`config.mk`:
```
export PLATFORM = sky130hd
export DESIGN_NAME = fp_result_serializer
export DESIGN_NICKNAME = d
export VERILOG_FILES = /design/src/rtl/fp_pkg.sv /design/src/rtl/fp_classify.sv /design/src/rtl/fp_result_serializer.sv
export SDC_FILE = /design/constraint.sdc
export NUM_CORES = 1
export LEC_CHECK = 0
export CORE_ASPECT_RATIO = 0.7
export CORE_MARGIN = 4
export CORE_UTILIZATION = 40
export DETAILED_ROUTE_END_ITERATION = 16
export RECOVER_POWER = 25
export SKIP_LAST_GASP = 1
export SLEW_MARGIN = 20
export SYNTH_ARGS = -nofsm -noshare
export SYNTH_HDL_FRONTEND = slang
export SYNTH_SLANG_ARGS = --single-unit
```
`constraint.sdc`:
```
create_clock -name CLOCK_50 -period 2.4 [get_ports CLOCK_50]
set_input_delay 0.36 -clock CLOCK_50 [delete_from_list [all_inputs] [get_ports CLOCK_50]]
set_output_delay 0.36 -clock CLOCK_50 [all_outputs]
set_load 0.01 [all_outputs]
```
`src/rtl/fp_pkg.sv`:
```
// Shared single-precision field layout, class codes and serializer state encoding.
package fp_pkg;

    localparam int FP_W  = 32;
    localparam int EXP_W = 8;
    localparam int MAN_W = 23;

    typedef logic [1:0] fp_class_t;

    localparam fp_class_t CLASS_ZERO   = 2'b00;
    localparam fp_class_t CLASS_NORMAL = 2'b01;
    localparam fp_class_t CLASS_INF    = 2'b10;
    localparam fp_class_t CLASS_NAN    = 2'b11;

    localparam logic [0:0] ST_IDLE = 1'b0;
    localparam logic [0:0] ST_SEND = 1'b1;

endpackage

```
`src/rtl/fp_classify.sv`:
```
// Combinational IEEE-754 single-precision classifier (zero/denormal, normal, inf, NaN).
module fp_classify
    import fp_pkg::*;
(
    input  logic [FP_W-1:0] word,
    output fp_class_t       fclass
);

    logic [EXP_W-1:0] exp_s;
    logic [MAN_W-1:0] man_s;

    assign exp_s = word[MAN_W +: EXP_W];
    assign man_s = word[MAN_W-1:0];

    // Decode the exponent/mantissa fields into a class code.
    always_comb begin
        if (exp_s == {EXP_W{1'b0}}) begin
            fclass = CLASS_ZERO;
        end else if (exp_s == {EXP_W{1'b1}}) begin
            if (man_s == {MAN_W{1'b0}}) begin
                fclass = CLASS_INF;
            end else begin
                fclass = CLASS_NAN;
            end
        end else begin
            fclass = CLASS_NORMAL;
        end
    end

endmodule

```
`src/rtl/fp_result_serializer.sv`:
```
// Splits 32-bit FP result words into CHUNK_W chunks, LS chunk first, with a one-word pending buffer.
// Optional macro FP_CLASSIFY_EN adds a registered FP class tag on out_class.
module fp_result_serializer
    import fp_pkg::*;
#(
    parameter int CHUNK_W = 16
) (
    input  logic               CLOCK_50,
    input  logic               reset,
    input  logic [FP_W-1:0]    in_data,
    input  logic               in_valid,
    output logic               in_ready,
    output logic [CHUNK_W-1:0] out_data,
    output logic [1:0]         out_idx,
    output logic               out_last,
    output logic               out_valid,
    input  logic               out_ready,
    output logic [1:0]         out_class
);

    localparam int         NCHUNK   = FP_W / CHUNK_W;
    localparam logic [1:0] LAST_IDX = 2'(NCHUNK - 1);

    logic [0:0]      state_r, state_s;
    logic [FP_W-1:0] shift_r, shift_s;
    logic [1:0]      idx_r, idx_s;
    logic            out_valid_r, valid_s;
    logic            in_ready_r;
    logic [FP_W-1:0] pend_r, pend_s;
    logic            pend_valid_r, pend_valid_s;

    logic            in_xfer_s;
    logic            out_xfer_s;
    logic            last_s;
    logic            load_s;
    logic [FP_W-1:0] load_word_s;

    assign in_xfer_s  = in_valid && in_ready_r;
    assign out_xfer_s = out_valid_r && out_ready;
    assign last_s     = (idx_r == LAST_IDX);

    // Pick the next active word (pending has priority over the input) and update the pending buffer.
    always_comb begin
        load_s       = 1'b0;
        load_word_s  = in_data;
        pend_s       = pend_r;
        pend_valid_s = pend_valid_r;
        case (state_r)
            ST_IDLE: begin
                if (in_xfer_s) begin
                    load_s = 1'b1;
                end else begin
                    load_s = 1'b0;
                end
            end
            ST_SEND: begin
                if (out_xfer_s && last_s) begin
                    if (pend_valid_r) begin
                        load_s       = 1'b1;
                        load_word_s  = pend_r;
                        pend_s       = in_data;
                        pend_valid_s = in_xfer_s;
                    end else begin
                        load_s = in_xfer_s;
                    end
                end else if (in_xfer_s) begin
                    pend_s       = in_data;
                    pend_valid_s = 1'b1;
                end else begin
                    pend_valid_s = pend_valid_r;
                end
            end
            default: begin
                load_s       = 1'b0;
                pend_valid_s = 1'b0;
            end
        endcase
    end

    // Active word: load a new word, shift to the next chunk, or drop out_valid after the last chunk.
    always_comb begin
        shift_s = shift_r;
        idx_s   = idx_r;
        valid_s = out_valid_r;
        if (load_s) begin
            shift_s = load_word_s;
            idx_s   = 2'd0;
            valid_s = 1'b1;
        end else if (out_xfer_s && !last_s) begin
            shift_s = shift_r >> CHUNK_W;
            idx_s   = idx_r + 2'd1;
        end else if (out_xfer_s) begin
            valid_s = 1'b0;
        end else begin
            valid_s = out_valid_r;
        end
    end

    assign state_s = valid_s ? ST_SEND : ST_IDLE;

    // State and datapath registers; reset abandons both the active and the pending word.
    always_ff @(posedge CLOCK_50) begin
        if (reset) begin
            state_r      <= ST_IDLE;
            shift_r      <= {FP_W{1'b0}};
            idx_r        <= 2'd0;
            out_valid_r  <= 1'b0;
            in_ready_r   <= 1'b0;
            pend_r       <= {FP_W{1'b0}};
            pend_valid_r <= 1'b0;
        end else begin
            state_r      <= state_s;
            shift_r      <= shift_s;
            idx_r        <= idx_s;
            out_valid_r  <= valid_s;
            in_ready_r   <= !pend_valid_s;
            pend_r       <= pend_s;
            pend_valid_r <= pend_valid_s;
        end
    end

`ifdef FP_CLASSIFY_EN
    fp_class_t load_class_s;
    fp_class_t class_r;

    fp_classify u_classify (
        .word   (load_word_s),
        .fclass (load_class_s)
    );

    // Class tag follows the word into the active register.
    always_ff @(posedge CLOCK_50) begin
        if (reset) begin
            class_r <= CLASS_ZERO;
        end else if (load_s) begin
            class_r <= load_class_s;
        end else begin
            class_r <= class_r;
        end
    end

    assign out_class = class_r;
`else
    assign out_class = CLASS_ZERO;
`endif

    assign in_ready  = in_ready_r;
    assign out_data  = shift_r[CHUNK_W-1:0];
    assign out_idx   = idx_r;
    assign out_last  = out_valid_r && last_s;
    assign out_valid = out_valid_r;

endmodule

```
# Yosys cells after proc, flatten, opt, wreduce, memory -nomap -nowiden
# Index checks and enable logic that the tools add are counted.
[totals]
reg_bits = 70
out_inout_bits = 23
wordCells = 42
in_bits = 36
[op_classes]
eq_ne = 2
addsub = 1
reduce_logical = 11
mux = 20
n_bitwise = 1
[ops]
columns = ["op", "n"]
rows = [
  ["32-bit two-way mux", 8],
  ["1-bit two-way mux", 11],
  ["1-bit logical AND", 5],
  ["2-bit nonzero test", 2],
  ["3-bit AND reduction", 1],
  ["2-bit by 1-bit adder with 2-bit output, second input constant", 1],
  ["2-bit by 1-bit == test with 1-bit output, second input constant", 1],
  ["1-bit zero test", 2],
  ["2-bit inequality test, second input constant", 1],
  ["1-bit case mux with 2 select lines", 1],
  ["2-bit OR reduction", 1],
  ["1-bit inverter", 1],
]

# Longest topological paths before layout
# Gate-level depths: netlist of the first run.
[logic_depth]
depth_word = 6
mapped_depth = 8
mapped_depth_nobuf = 6

# Worst setup path after synthesis of the first run
# Ideal clock, no wire load.
[synth_timing]
kind = "register to register"
from = "reg idx_r[1], in the netlist out_idx[1]"
to = "reg shift_r[12]"
path_stages_with_launch = 8
period_less_slack_ps = 1749
arrival_time_ps = 1627
slack_ps = 651
setup_time_ps = 122
cell_sequence = "dfxtp_1 > inv_1 > ha_1 > nand4_2 > buf_2 > mux2i_1 > nor3_1 > a221o_1"
[synth_via]
elab_chain_cells = 5
[synth_rtl]
columns = ["item", "line", "source"]
rows = [
  ["from (decl)", "fp_result_serializer.sv:26", "logic [1:0] idx_r, idx_s;"],
  ["from (signal assigned)", "fp_result_serializer.sv:114", "idx_r <= idx_s;"],
  ["2-bit by 1-bit == test with 1-bit output *", "fp_result_serializer.sv:40", "assign last_s = (idx_r == LAST_IDX);"],
  ["1-bit logical AND", "fp_result_serializer.sv:57", "if (out_xfer_s && last_s) begin"],
  ["1-bit two-way mux or 32-bit two-way mux (tied branches)", "fp_result_serializer.sv:57", ""],
  ["1-bit case mux with 2 select lines or 32-bit two-way mux (tied branches)", "fp_result_serializer.sv:48", "case (state_r)"],
  ["32-bit two-way mux or 2-bit nonzero test (tied branches)", "-", ""],
  ["to (signal assigned)", "fp_result_serializer.sv:105", "shift_r <= {FP_W{1'b0}};"],
  ["to (signal assigned)", "fp_result_serializer.sv:113", "shift_r <= shift_s;"],
  ["to (decl)", "fp_result_serializer.sv:25", "logic [FP_W-1:0] shift_r, shift_s;"],
]
# Mark *: on every way between the ends. The rest lies on a longest branch, timed or not.
# A chain may end at the register's enable or synchronous reset.

==> impl_metrics.json, run 1 <==
{
  "cp.arrival_ns": 1.67,
  "required_ns": 2.04,
  "clockBufferDepth": 2,
  "relSlewSlack": 0.536,
  "cts_buffers": 9,
  "fin_ws_ns": 0.367,
  "synth.most_common_cell": "dfxtp_1",
  "netlist.area_leader.share": 0.391,
  "drtPass1Iterations": 4,
  "hold_slack_ns": 0.473,
  "worstPathMaxFanout": 13,
  "ir_drop_mv": 0.408,
  "drive_gt1_frac": 0.124,
  "ys_seq_area_frac": 0.391,
  "cts_tree": "done",
  "post-route-util": 0.510,
  "setup_viol": 0,
  "cts_sinks": 69,
  "rsz0062_at_grt": "false",
  "detail_route.iter0.violations": 184,
  "synth_edf_count": 0,
  "net-switching-power_mw": 0.706,
  "p_total_mw": 2.84,
  "synth.top_cells.by_count": "dfxtp_1 (69), a21oi_1 (51), o21ai_0 (37)",
  "period_share": 0.847,
  "antenna_found_initial": 0,
  "fin_skew_ns": 0.00412,
  "die_area_mm2": 0.0104,
  "avgSynthCellArea_um2": 8.46,
  "run_status": "completed",
  "finalInstanceArea_mm2": 0.00434,
  "hold_viol_final": 0,
  "wl_per_cell_um": 16.0,
  "grt_overflow": 0,
  "hold_buffers": 0,
  "power_density_mw_per_mm2": 655,
  "crit_path_max_incr_delay_ns": 0.55,
  "vias": 3005,
  "slew_violations": 0,
  "critPathCaptureType": "output pin",
  "fp-row-count": 28,
  "synth_seq_cells": 69,
  "post_cts_resized": 0,
  "clock_latency_ns": 0.33,
  "async_flop_share": 0,
  "postRouteAntennaNets": 0,
  "hp-class": "reg -> reg",
  "p_leak_nw": 1.62,
  "cts_setup_buffers": 0,
  "dpl-instance-area_mm2": 0.00407,
  "fmax_ghz": 0.492,
  "post-route-drc-count": 0,
  "internal_power_mw": 2.14,
  "swShare": 0.248,
  "power.share.sequential": 0.426,
  "port_buffers": 56,
  "yosysWarnings": 0,
  "post-synth-top-area-cell": "dfxtp_1",
  "final_cells": 565,
  "totalNegativeSetupSlack_ns": 0,
  "maxCapViolations": 0,
  "syn_inst": 418,
  "start_kind": "flop",
  "tightest_slew_ns": 0.693,
  "synthesis.area_mm2": 0.00353,
  "critical_path_class": "reg -> out",
  "area_growth_pct": 22.8,
  "gr-usage-all-layers": 0.186,
  "ctsHtreeMaxLevel": 3,
  "synthTopCellsByArea": "dfxtp_1 (39%), a21oi_1 (7.2%), buf_4 (5.7%), mux2_2 (5.4%), o21ai_0 (5.2%)",
  "routed_wl_um": 9050,
  "io_pins": 59,
  "grt_pass1_wl_um": 15300,
  "start_util": 0.415,
  "clk_pin_slew_ns": 0.05,
  "crit_slowest_cell": "clkdlybuf4s50_1",
  "clockRootBuffer": "clkbuf_16",
  "fp.dieW_um": 120,
  "comb_power_share": 0.139,
  "path_buf_inv": 2,
  "cp_cell_sequence": "buf_4 -> clkdlybuf4s50_1",
  "core-area_mm2": 0.00851,
  "vias_per_cell": 5.32,
  "place.gp.congestion": 0.799,
  "grt_pass1_vias": 3003,
  "ys.flop_type": "dfxtp_1",
  "dp_slack_ns": -0.179,
  "min_period_ns": 2.03,
  "grt_max_degree": 41,
  "dp_hpwl_um": 6090,
  "synth_cell_type_count": 32,
  "place_inst": 550,
  "antenna_cells": 0,
  "clockPowerShare": 0.435,
  "fp.dieH_um": 86.7,
  "path_delay_family": "buffers and inverters",
  "nets": 478
}
[flip-flops by register name (all words and copies together), names as in the netlist]
name          count
shift_r          32
pend_valid_r      1
pend_r           32
state_r           1
in_ready          1
out_idx           2
[power groups by stage]
stage	logic, mW	registers [mW]	clock network, mW
2_1_floorplan	0.259	1.23	0
3_3_place_gp	0.398	1.24	0
3_5_place_dp	0.400	1.24	0
4_1_cts	0.401	1.21	1.27
5_1_grt	0.437	1.22	1.32
6_report	0.394	1.21	1.24
[worst paths after layout]
path         startpoint          end  slack [ns]  cells past startpoint
max             state_r    out_valid        0.37                      2
min          pend_r[22]   pend_r[22]        0.47                      2
max reg2reg     state_r  shift_r[12]        0.43                      6
min reg2reg  pend_r[22]   pend_r[22]        0.47                      2
[logic make-up after synthesis]
kind of cell               after synthesis  share of synthesized area
and+or+nand+nor                        128                      0.194
AOI/OAI and AO/OA                      120                      0.201
xor gates and xnor gates                 1                    0.00248
DFF                                     69                      0.391
muxes                                   34                      0.102
adders and majority gates                1                    0.00354
buffers and inverters                   64                      0.105
other                                    1                    0.00106
[tightest hold or removal path: stages, from the launching register on]
cell,delay [ns]
dfxtp_1,0.30
o21ai_0,0.06
a21oi_1,0.06
[cell usage in the layout (no fill, tap or decap), types with 2 or more instances in the layout]
master / netlist / layout
a21oi_1: 51 / 51
dlygate4sd3_1: 0 / 18
nor4_1: 16 / 16
mux2_2: 17 / 17
buf_12: 0 / 4
nor3_1: 18 / 18
o21ai_0: 37 / 37
mux2i_1: 17 / 16
clkbuf_16: 0 / 9
nand3_1: 32 / 32
and2_1: 2 / 2
clkbuf_8: 0 / 3
clkbuf_1: 19 / 3
nand2b_1: 17 / 17
conb_1: 1 / 2
nor2_1: 3 / 2
dfxtp_1: 69 / 69
a221o_1: 16 / 16
clkdlybuf4s50_1: 0 / 37
nor2b_1: 17 / 16
o21ai_1: 12 / 12
nand2_1: 20 / 21
buf_4: 27 / 12
[per-layer routing]
layer  track usage  wire (µm)  vias up
met1         0.254       4510     1413
li1              -          -     1527
met3        0.0548        445        6
met4        0.0658        108        0
met2         0.282       3980       59
met5             0          0        -
[layout make-up]
type	count	area, µm²
fillers	799	4170
multi-input cells	286	1790
flip-flops and latches	69	1380
repair buffers	73	729
clock buffers	14	274
well taps	120	150
inverters	2	7.51
clock inverters	1	5.00
Note: power is estimated with default switching activity, not from simulation.
==> run 2: changes to the inputs <==
--- a/config.mk
+++ b/config.mk
@@ -9,6 +9,7 @@
 export CORE_MARGIN = 4
 export CORE_UTILIZATION = 40
 export DETAILED_ROUTE_END_ITERATION = 16
+export PLACE_DENSITY = 0.65
 export RECOVER_POWER = 25
 export SKIP_LAST_GASP = 1
 export SLEW_MARGIN = 20
==> constraint.sdc (replaced) <==
create_clock -name CLOCK_50 -period 1.7 [get_ports CLOCK_50]
set_input_delay 0.255 -clock CLOCK_50 [delete_from_list [all_inputs] [get_ports CLOCK_50]]
set_output_delay 0.255 -clock CLOCK_50 [all_outputs]
set_load 0.01 [all_outputs]
==> run 2 against run 1 <==
Net effect:
- first-iteration DRC count up 23%
- cell count up 4.1%
- flip-flop and latch count unchanged
- register-to-register slack worse by 0.40 ns
- clock power up 43%
- combinational power up 74%
- cell area up 8.9%
- power up 46%
- worst hold slack worse by 0.075 ns
- critical endpoint is now shift_r[0]
- largest power group unchanged
==> impl_metrics.json, run 2 (synthesis results as in run 1) <==
{
  "run_status": "completed",
  "min_period_ns": 1.67,
  "grt_pass1_wl_um": 15400,
  "slew_violations": 0,
  "final_common_cell": "dfxtp_1",
  "start_util": 0.415,
  "grt_max_degree": 53,
  "clock_latency_ns": 0.34,
  "fin_ws_ns": 0.0260,
  "place.gp.congestion": 0.817,
  "power_density_mw_per_mm2": 880,
  "nets": 500,
  "ff2ff_setup_slack_ns": 0.03,
  "finalInstanceArea_mm2": 0.00473,
  "fp.dieW_um": 120,
  "cts_tree": "done",
  "ctsHtreeMaxLevel": 3,
  "die_area_mm2": 0.0104,
  "dpl-instance-area_mm2": 0.00418,
  "antenna_cells": 0,
  "port_buffers": 56,
  "grt_overflow": 0,
  "cp.arrival_ns": 1.89,
  "regArea_mm2": 0.00138,
  "ir_drop_mv": 0.515,
  "clockRootBuffer": "clkbuf_16",
  "setup_viol": 0,
  "start_kind": "flop",
  "fp.dieH_um": 86.7,
  "maxCapViolations": 0,
  "postRouteAntennaNets": 0,
  "p_total_mw": 4.16,
  "drtPass1Iterations": 5,
  "gr-usage-all-layers": 0.186,
  "detail_route.iter0.violations": 227,
  "hold_viol_final": 0,
  "fillers": 757,
  "fp-row-count": 28,
  "antenna_found_initial": 0,
  "core-area_mm2": 0.00851,
  "worstPathMaxFanout": 10,
  "crit_path_max_incr_delay_ns": 0.41,
  "wl_per_cell_um": 16.9,
  "dp_hpwl_um": 6290,
  "final_cell_mix": "dfxtp_1 (67), clkdlybuf4s50_1 (53), a21oi_1 (51), nand3_1 (32), o21ai_1 (25)",
  "drive_gt1_frac": 0.203,
  "multiInputGateArea_mm2": 0.00192,
  "rsz0062_at_grt": "true",
  "clk_pin_slew_ns": 0.06,
  "post-route-drc-count": 0,
  "io_pins": 59,
  "routed_wl_um": 9910,
  "fmax_ghz": 0.597,
  "hp-class": "in -> reg",
  "vias_per_cell": 5.46,
  "critical_path_class": "reg -> reg",
  "crit_top_cell": "buf_6",
  "fin_skew_ns": 0.00497,
  "hold_slack_ns": 0.398,
  "dp_slack_ns": -0.654,
  "critPathCaptureType": "flop",
  "p_leak_nw": 1.71,
  "vias": 3210,
  "required_ns": 1.92,
  "cts_buffers": 9,
  "grt_pass1_vias": 3058,
  "crit_slowest_cell": "dfxtp_1",
  "clockBufferDepth": 2,
  "cp_cell_sequence": "buf_6 -> nand4_4 -> buf_6 -> mux2i_1 -> nor3_1 -> a221o_1",
  "area_growth_pct": 33.8,
  "cts_sinks": 69,
  "period_share": 0.985
}
run 2: cell type report:
| type | instances | area share |
|---|---|---|
| Clock buffer | 11 | 0.0535 |
| Multi-Input combinational cell | 286 | 0.405 |
| Inverter | 2 | 0.00159 |
| Clock inverter | 5 | 0.00741 |
| Timing Repair Buffer | 95 | 0.208 |
| Sequential cell | 69 | 0.293 |
| Tap cell | 120 | 0.0318 |
run 2: layer usage:
layer  share of wire  global-route usage  up-vias
li1                -                   -     1574
met1            0.47               0.254     1539
met2            0.45               0.285       90
met3           0.067              0.0587        7
met4           0.011              0.0545        0
met5               0                   0        -
run 2: through the flow:
stage / util / std cells / TNS (ns)
6_report: 0.555 / 588 / 0
5_1_grt: 0.555 / 588 / -0.612
4_1_cts: 0.533 / 583 / -0.0347
3_5_place_dp: 0.491 / 567 / -16.08
3_3_place_gp: 0.491 / 567 / -14.98
2_1_floorplan: - / 419 / 0
run 2: final timing paths:
path | end | cells after the start | startpoint
hold reg to reg | pend_r[11] | 2 | pend_r[11]
setup / recovery | shift_r[0] | 6 | state_r
hold / removal | shift_r[8] | 3 | reset
setup reg to reg | shift_r[0] | 6 | state_r
run 2: what timing repair did:
item                                    4_1_cts  5_1_grt
gates cloned                                  0        3
pin swaps                                     0        9
endpoints found under the setup margin       20       58
buffers inserted                              0        2
hold buffers                                  0        0
gates resized for setup                      18       32
run 2: report_power, final:
part	internal, mW	switching [mW]
registers	1.68	0.0331
logic	0.330	0.356
clock network	1.06	0.706
total	3.07	1.09
run 2: worst max-delay path: cells and delay by family (launching register included):
| kind | cells | cell delay (ns) |
|---|---|---|
| compound gates | 1 | 0.35 |
| mux | 1 | 0.20 |
| simple gates | 2 | 0.21 |
| buf+inv | 2 | 0.37 |
| flops | 1 | 0.41 |
==> run 3: changes to the inputs <==
--- a/config.mk
+++ b/config.mk
@@ -9,10 +9,10 @@
 export CORE_MARGIN = 4
 export CORE_UTILIZATION = 40
 export DETAILED_ROUTE_END_ITERATION = 16
+export HOLD_SLACK_MARGIN = 0.06
 export PLACE_DENSITY = 0.65
 export RECOVER_POWER = 25
 export SKIP_LAST_GASP = 1
-export SLEW_MARGIN = 20
 export SYNTH_ARGS = -nofsm -noshare
 export SYNTH_HDL_FRONTEND = slang
 export SYNTH_SLANG_ARGS = --single-unit
==> constraint.sdc (replaced) <==
create_clock -name CLOCK_50 -period 1.5 [get_ports CLOCK_50]
set_input_delay 0.225 -clock CLOCK_50 [delete_from_list [all_inputs] [get_ports CLOCK_50]]
set_output_delay 0.225 -clock CLOCK_50 [all_outputs]
set_load 0.01 [all_outputs]
==> run 3 against run 2 <==
Net effect:
- the run now ends with negative setup slack left
- worst hold slack gained 0.0090 ns
- routed wire length grew 9.0%
- count of clock-buffer cells in the layout stayed put
- global-route usage grew 1.2 points
- via count grew 4.0%
- first-iteration DRC count rose by 23%
- flip-flop and latch count unchanged
- cell area up 6.1%
- sequential share of layout area down 1.7 points
- critical path depth rose by 1
- critical endpoint is now shift_r[10]
- largest cell class unchanged
- highest routed layer unchanged
==> impl_metrics.json, run 3 (synthesis results as in run 1) <==
{
  "run_status": "complete, but fails checks",
  "violations": "negative setup slack",
  "grt_max_degree": 62,
  "core-area_mm2": 0.00851,
  "grt_pass1_wl_um": 16400,
  "hold_buffers": 0,
  "wl_per_cell_um": 18.2,
  "grt_overflow": 0,
  "clockRootBuffer": "clkbuf_16",
  "period_share": 1.10,
  "drtPass1Iterations": 5,
  "clockPowerShare": 0.442,
  "dp_hpwl_um": 6280,
  "slew_violations": 0,
  "postRouteAntennaNets": 0,
  "swShare": 0.256,
  "io_pins": 59,
  "p_leak_nw": 1.80,
  "fin_skew_ns": 0.00460,
  "min_period_ns": 1.65,
  "setup_viol": 62,
  "nets": 505,
  "crit_path_max_incr_delay_ns": 0.33,
  "vias": 3337,
  "maxCapViolations": 0,
  "power.share.sequential": 0.384,
  "final_common_cell": "dfxtp_1",
  "finalInstanceArea_mm2": 0.00502,
  "grt_pass1_vias": 3182,
  "fin_ws_ns": -0.147,
  "fp.dieW_um": 120,
  "place.gp.congestion": 0.788,
  "path_buf_inv": 2,
  "hp-class": "in -> reg",
  "area_growth_pct": 41.9,
  "clockBufferDepth": 2,
  "route.met3.wl_um": 649,
  "detail_route.iter0.violations": 280,
  "post-route-drc-count": 0,
  "start_util": 0.415,
  "vias_per_cell": 5.63,
  "dr_wl_met2_um": 4870,
  "worstPathMaxFanout": 8,
  "cts_sinks": 69,
  "gr-usage-all-layers": 0.198,
  "critical_path_class": "reg -> reg",
  "die_area_mm2": 0.0104,
  "internal_power_mw": 3.77,
  "critPathCaptureType": "flop",
  "clock_latency_ns": 0.34,
  "clk_pin_slew_ns": 0.05,
  "fillers": 749,
  "ctsHtreeMaxLevel": 3,
  "crit_slowest_cell": "a221o_1",
  "p_total_mw": 5.06,
  "antenna_cells": 0,
  "fp.dieH_um": 86.7,
  "comb_power_share": 0.174,
  "dpl-instance-area_mm2": 0.00421,
  "fmax_ghz": 0.607,
  "fp-row-count": 28,
  "cts_buffers": 9,
  "highest_layer": "met4",
  "start_kind": "flop",
  "cts_tree": "done",
  "wl_met1_um": 5150,
  "ir_drop_mv": 0.712,
  "rsz0062_at_grt": "true",
  "cp.arrival_ns": 1.87,
  "hold_slack_ns": 0.407,
  "port_buffers": 56,
  "antenna_found_initial": 0,
  "required_ns": 1.72,
  "cp_cell_sequence": "inv_2 -> ha_4 -> nand2b_4 -> a21oi_4 -> buf_6 -> nor3_2 -> a221o_1",
  "net-switching-power_mw": 1.29,
  "routed_wl_um": 10800,
  "power_density_mw_per_mm2": 1010,
  "hold_viol_final": 0,
  "post-route-util": 0.589,
  "dp_slack_ns": -0.859,
  "final_cell_mix": "dfxtp_1 (66), clkdlybuf4s50_1 (49), a21oi_1 (45), buf_4 (22), o21ai_0 (21)",
  "path_delay_family": "compound AO/OA/AOI/OAI gates",
  "drive_gt1_frac": 0.288
}
## run 3: changes by cell type in the layout (fill, tap and decap cells not counted), sizes merged
| cell | previous run | this run |
|---|---|---|
| dlygate4sd2 | 2 | 3 |
| clkdlybuf4s50 | 53 | 49 |
| bufinv | 0 | 2 |
| clkinvlp | 4 | 0 |
| clkinv | 1 | 3 |
| buf | 38 | 44 |
| clkdlybuf4s25 | 0 | 2 |
## run 3: final cells by class
class	instances	area, µm²	share of cell area
multi-input cells	286	2090	0.417
flip-flops and latches	69	1390	0.276
clock inverters	5	75.1	0.0150
repair buffers	100	1070	0.214
clock buffers	11	233	0.0464
well taps	120	150	0.0299
inverters	2	7.51	0.00150
## run 3: path summary, 6_finish.rpt
path / cells after the start / to / slack (ns) / startpoint
worst max register to register: 7 / shift_r[10] / -0.15 / out_idx[1]
worst max-delay path: 7 / shift_r[10] / -0.15 / out_idx[1]
worst min register to register: 2 / pend_r[31] / 0.46 / pend_r[31]
worst min-delay path: 3 / shift_r[16] / 0.41 / reset
## run 3: per-stage QoR
step                      std cells  setup TNS [ns]
after floorplan                 419          -0.878
after global routing            593          -10.94
after global placement          565          -27.65
final                           593           -6.69
after CTS                       586           -5.28
after detailed placement        565          -29.65
## run 3: metal layers
| layer | GRT usage | vias to the layer above |
|---|---|---|
| li1 | - | 1586 |
| met1 | 0.274 | 1637 |
| met4 | 0.0350 | 0 |
| met2 | 0.307 | 100 |
| met3 | 0.0672 | 14 |
| met5 | 0 | - |
## run 3: what timing repair did
| action | 4_1_cts | 5_1_grt |
|---|---|---|
| setup endpoints to repair | 66 | 67 |
| pin swaps | 19 | 18 |
| setup buffers | 1 | 3 |
| gates resized for setup | 48 | 50 |
| cloned | 4 | 4 |
## run 3: power by group through the flow
stage,sequential (mW),combinational [mW],clock (mW)
final,1.94,0.882,2.24
after global routing,1.95,0.942,2.36
after CTS,1.94,0.772,2.25
after detailed placement,1.98,0.685,0
after global placement,1.97,0.677,0
after floorplan,1.97,0.430,0
## run 3: worst reg2reg max path, cell delays in order, from the launching register on
cell and delay, ns:
dfxtp_2 0.32, inv_2 0.06, ha_4 0.19, nand2b_4 0.07, a21oi_4 0.31, buf_6 0.20, nor3_2 0.06, a221o_1 0.33
==> RTL edit: new RTL, settings of run 3 <==
The option `FP_CLASSIFY_EN` is turned on by a define.
--- a/src/rtl/fp_result_serializer.sv
+++ b/src/rtl/fp_result_serializer.sv
@@ -1,5 +1,7 @@
 // Splits 32-bit FP result words into CHUNK_W chunks, LS chunk first, with a one-word pending buffer.
 // Optional macro FP_CLASSIFY_EN adds a registered FP class tag on out_class.
+`define FP_CLASSIFY_EN
+
 module fp_result_serializer
     import fp_pkg::*;
 #(
Check against the original RTL: not equivalent (a bounded check fails within 4 cycles, from zero or initial values and one cycle with reset high).
==> RTL edit against run 3 <==
  * Sequential cell count up 2
  * Total power up 7.6%
  * The run still ends with negative setup slack left
  * Critical path depth up 2
  * Largest cell class unchanged
  * Critical path type unchanged
  * Wire length up 4.9%
  * Count of clock-buffer cells in the layout down 2
  * Worst hold slack worse by 0.11 ns
  * Design area up 8.5%
  * Area after synthesis down 7.9%
  * Worst setup slack worse by 0.010 ns
  * Die area down 7.2%
==> RTL edit: results (changes against run 3) <==
Synth top cells by count nand2_1 (86), dfxtp_1 (71), a21oi_1 (37), a211oi_1 (32), mux2i_1 (32); H-tree depth 3 (unchanged); cell depth of the worst flop-to-flop path 9 (+2); proportion of layout cells with a drive suffix above 1 0.3843 (+0.09679); final WL 11,330 um (+4.9%); dominant synthesized flop cell dfxtp_1; crit path max fanout 8 (unchanged); Worst VDD drop 0.0009171 V (+29%); Largest regs pend_r x32, shift_r x32; DP Cell Count 572 (+1.2%); vias 3,356 (+0.57%); violated checks negative setup slack; measured slew at the worst slew-check pin 0.4395 ns; setup tns final -5.292 ns (+1.402 ns); router iterations before antenna repair 5 (unchanged); Seq/Total Area, Yosys 0.4364 (+0.04562); DP HPWL 6708 um (+6.8%); GPL Wtd Cong 0.8147 (+3.4%); Synth cell types 32 (unchanged); synthesis warning total 0 (unchanged); # setup viols final 66 (+6.5%); setup ws final -0.1577 ns (-0.01046 ns); Root Buffer Master clkbuf_16; number of global-route vias before repair 3,081 (-3.2%); clock slew seen by the registers of the worst setup and hold paths 0.06 ns; CTS Buffer Depth 2 (unchanged); Layout Nets 542 (+7.3%); Fin Clk Skew 0.005836 ns (+0.001232 ns); diode count 0 (unchanged); top-count cell post-synth nand2_1; gr usage total 0.2003 (+0.001777); HP Class in -> reg; initial antenna violation count 0 (unchanged); TritonCTS Buffers 9 (unchanged); IO Port Bufs 58 (+3.6%); worst skew pair latency 0.33 ns; worst endpoint data arrival time 1.91 ns (+0.04 ns); syn nets 423; run status finished with violations; initial drt markers 202 (-28%); Post-Syn Instances 386 (-7.7%); ranking of synthesized cells by area dfxtp_1 (44%), nand2_1 (9.9%), mux2i_1 (9.8%); Pint 4098 uW (+8.8%); leakage power 0.002219 uW (+23%); asr flop ratio synth 0 (unchanged); largest net degree at the start of global routing 35 (-44%); first-pass GRT wire length 15,370 um (-6.4%); via density per instance 5.493 (-2.4%); hold path depth 4 (+1)
RTL edit: cell types whose count changed after synthesis, sizes merged, moves of 9 or more:
cell	run 3	this run
a211oi	0	32
a21oi	52	37
a221o	16	0
and2	2	17
buf	43	26
mux2	17	0
mux2i	17	32
nand2	21	86
nand2b	17	1
nand3	32	1
nor2b	17	1
nor3	18	9
o21ai	49	21
RTL edit: metrics by stage:
| step | cell area, um2 | setup slack, ns |
|---|---|---|
| 2_1_floorplan | 3358 | -0.03999 |
| 3_3_place_gp | 4362 | -0.5004 |
| 3_5_place_dp | 4362 | -0.5651 |
| 4_1_cts | 4955 | -0.1611 |
| 5_1_grt | 5444 | -0.2031 |
| 6_report | 5444 | -0.1577 |
RTL edit: cells by family (layout without fill, tap and decap cells):
kind of cell    Yosys count  after routing  synth area share
simple gates            144            144            0.2098
compound gates           94             94            0.1775
flops                    71             71            0.4364
buf+inv                  43            167           0.07145
mux                      32             32           0.09835
fa+ha+maj                 1              1          0.003841
xor+xnor                  1              1          0.002690
RTL edit: layout make-up:
cell class	instances	area, um2
fillers	584	2461
multi-input cells	272	2032
repair buffers	149	1506
flip-flops and latches	71	1424
clock buffers	9	225.2
well taps	101	126.4
clock inverters	7	120.1
inverters	2	10.01
RTL edit: final timing paths:
kind / slack (ns) / start / end
hold / removal: 0.29 / in_data[4] / pend_r[4]$_SDFFE_PP0P_
setup / recovery: -0.16 / out_idx[1]$_SDFFE_PP0P_ / pend_r[9]$_SDFFE_PP0P_
setup reg to reg: -0.16 / out_idx[1]$_SDFFE_PP0P_ / pend_r[9]$_SDFFE_PP0P_
hold reg to reg: 0.45 / pend_r[31]$_SDFFE_PP0P_ / pend_r[31]$_SDFFE_PP0P_
RTL edit: power groups by stage:
stage               Sequential (uW)  Clock [uW]  Combinational (uW)
global placement               2070           0                 689
detailed placement             2070           0                 698
floorplan                      2060           0                 366
global route                   2050        2590                 964
CTS                            2030        2480                 753
finish                         2050        2490                 910
RTL edit: worst max-delay path, cell delays in order (launching register included):
cell and delay (ns):
dfxtp_2 0.33, inv_2 0.04, ha_4 0.17, buf_4 0.14
and3_2 0.22, o21ai_4 0.15, buf_12 0.14, clkbuf_16 0.15
nand2_1 0.05, a21oi_1 0.17
RTL edit: per-layer routing:
metal  vias to the layer above  track usage  share of wire
li1                       1590            -              -
met3                        15      0.06377          0.073
met5                         -            0              0
met1                      1613       0.2798           0.44
met4                         0      0.05163          0.017
met2                       138       0.2982           0.47
RTL edit: repair_timing:
action                                  CTS  global route
gates resized for setup                  46            91
pin swaps                                14            51
endpoints found under the setup margin   38            69
gates cloned                              2             6
buffers inserted                          8             7
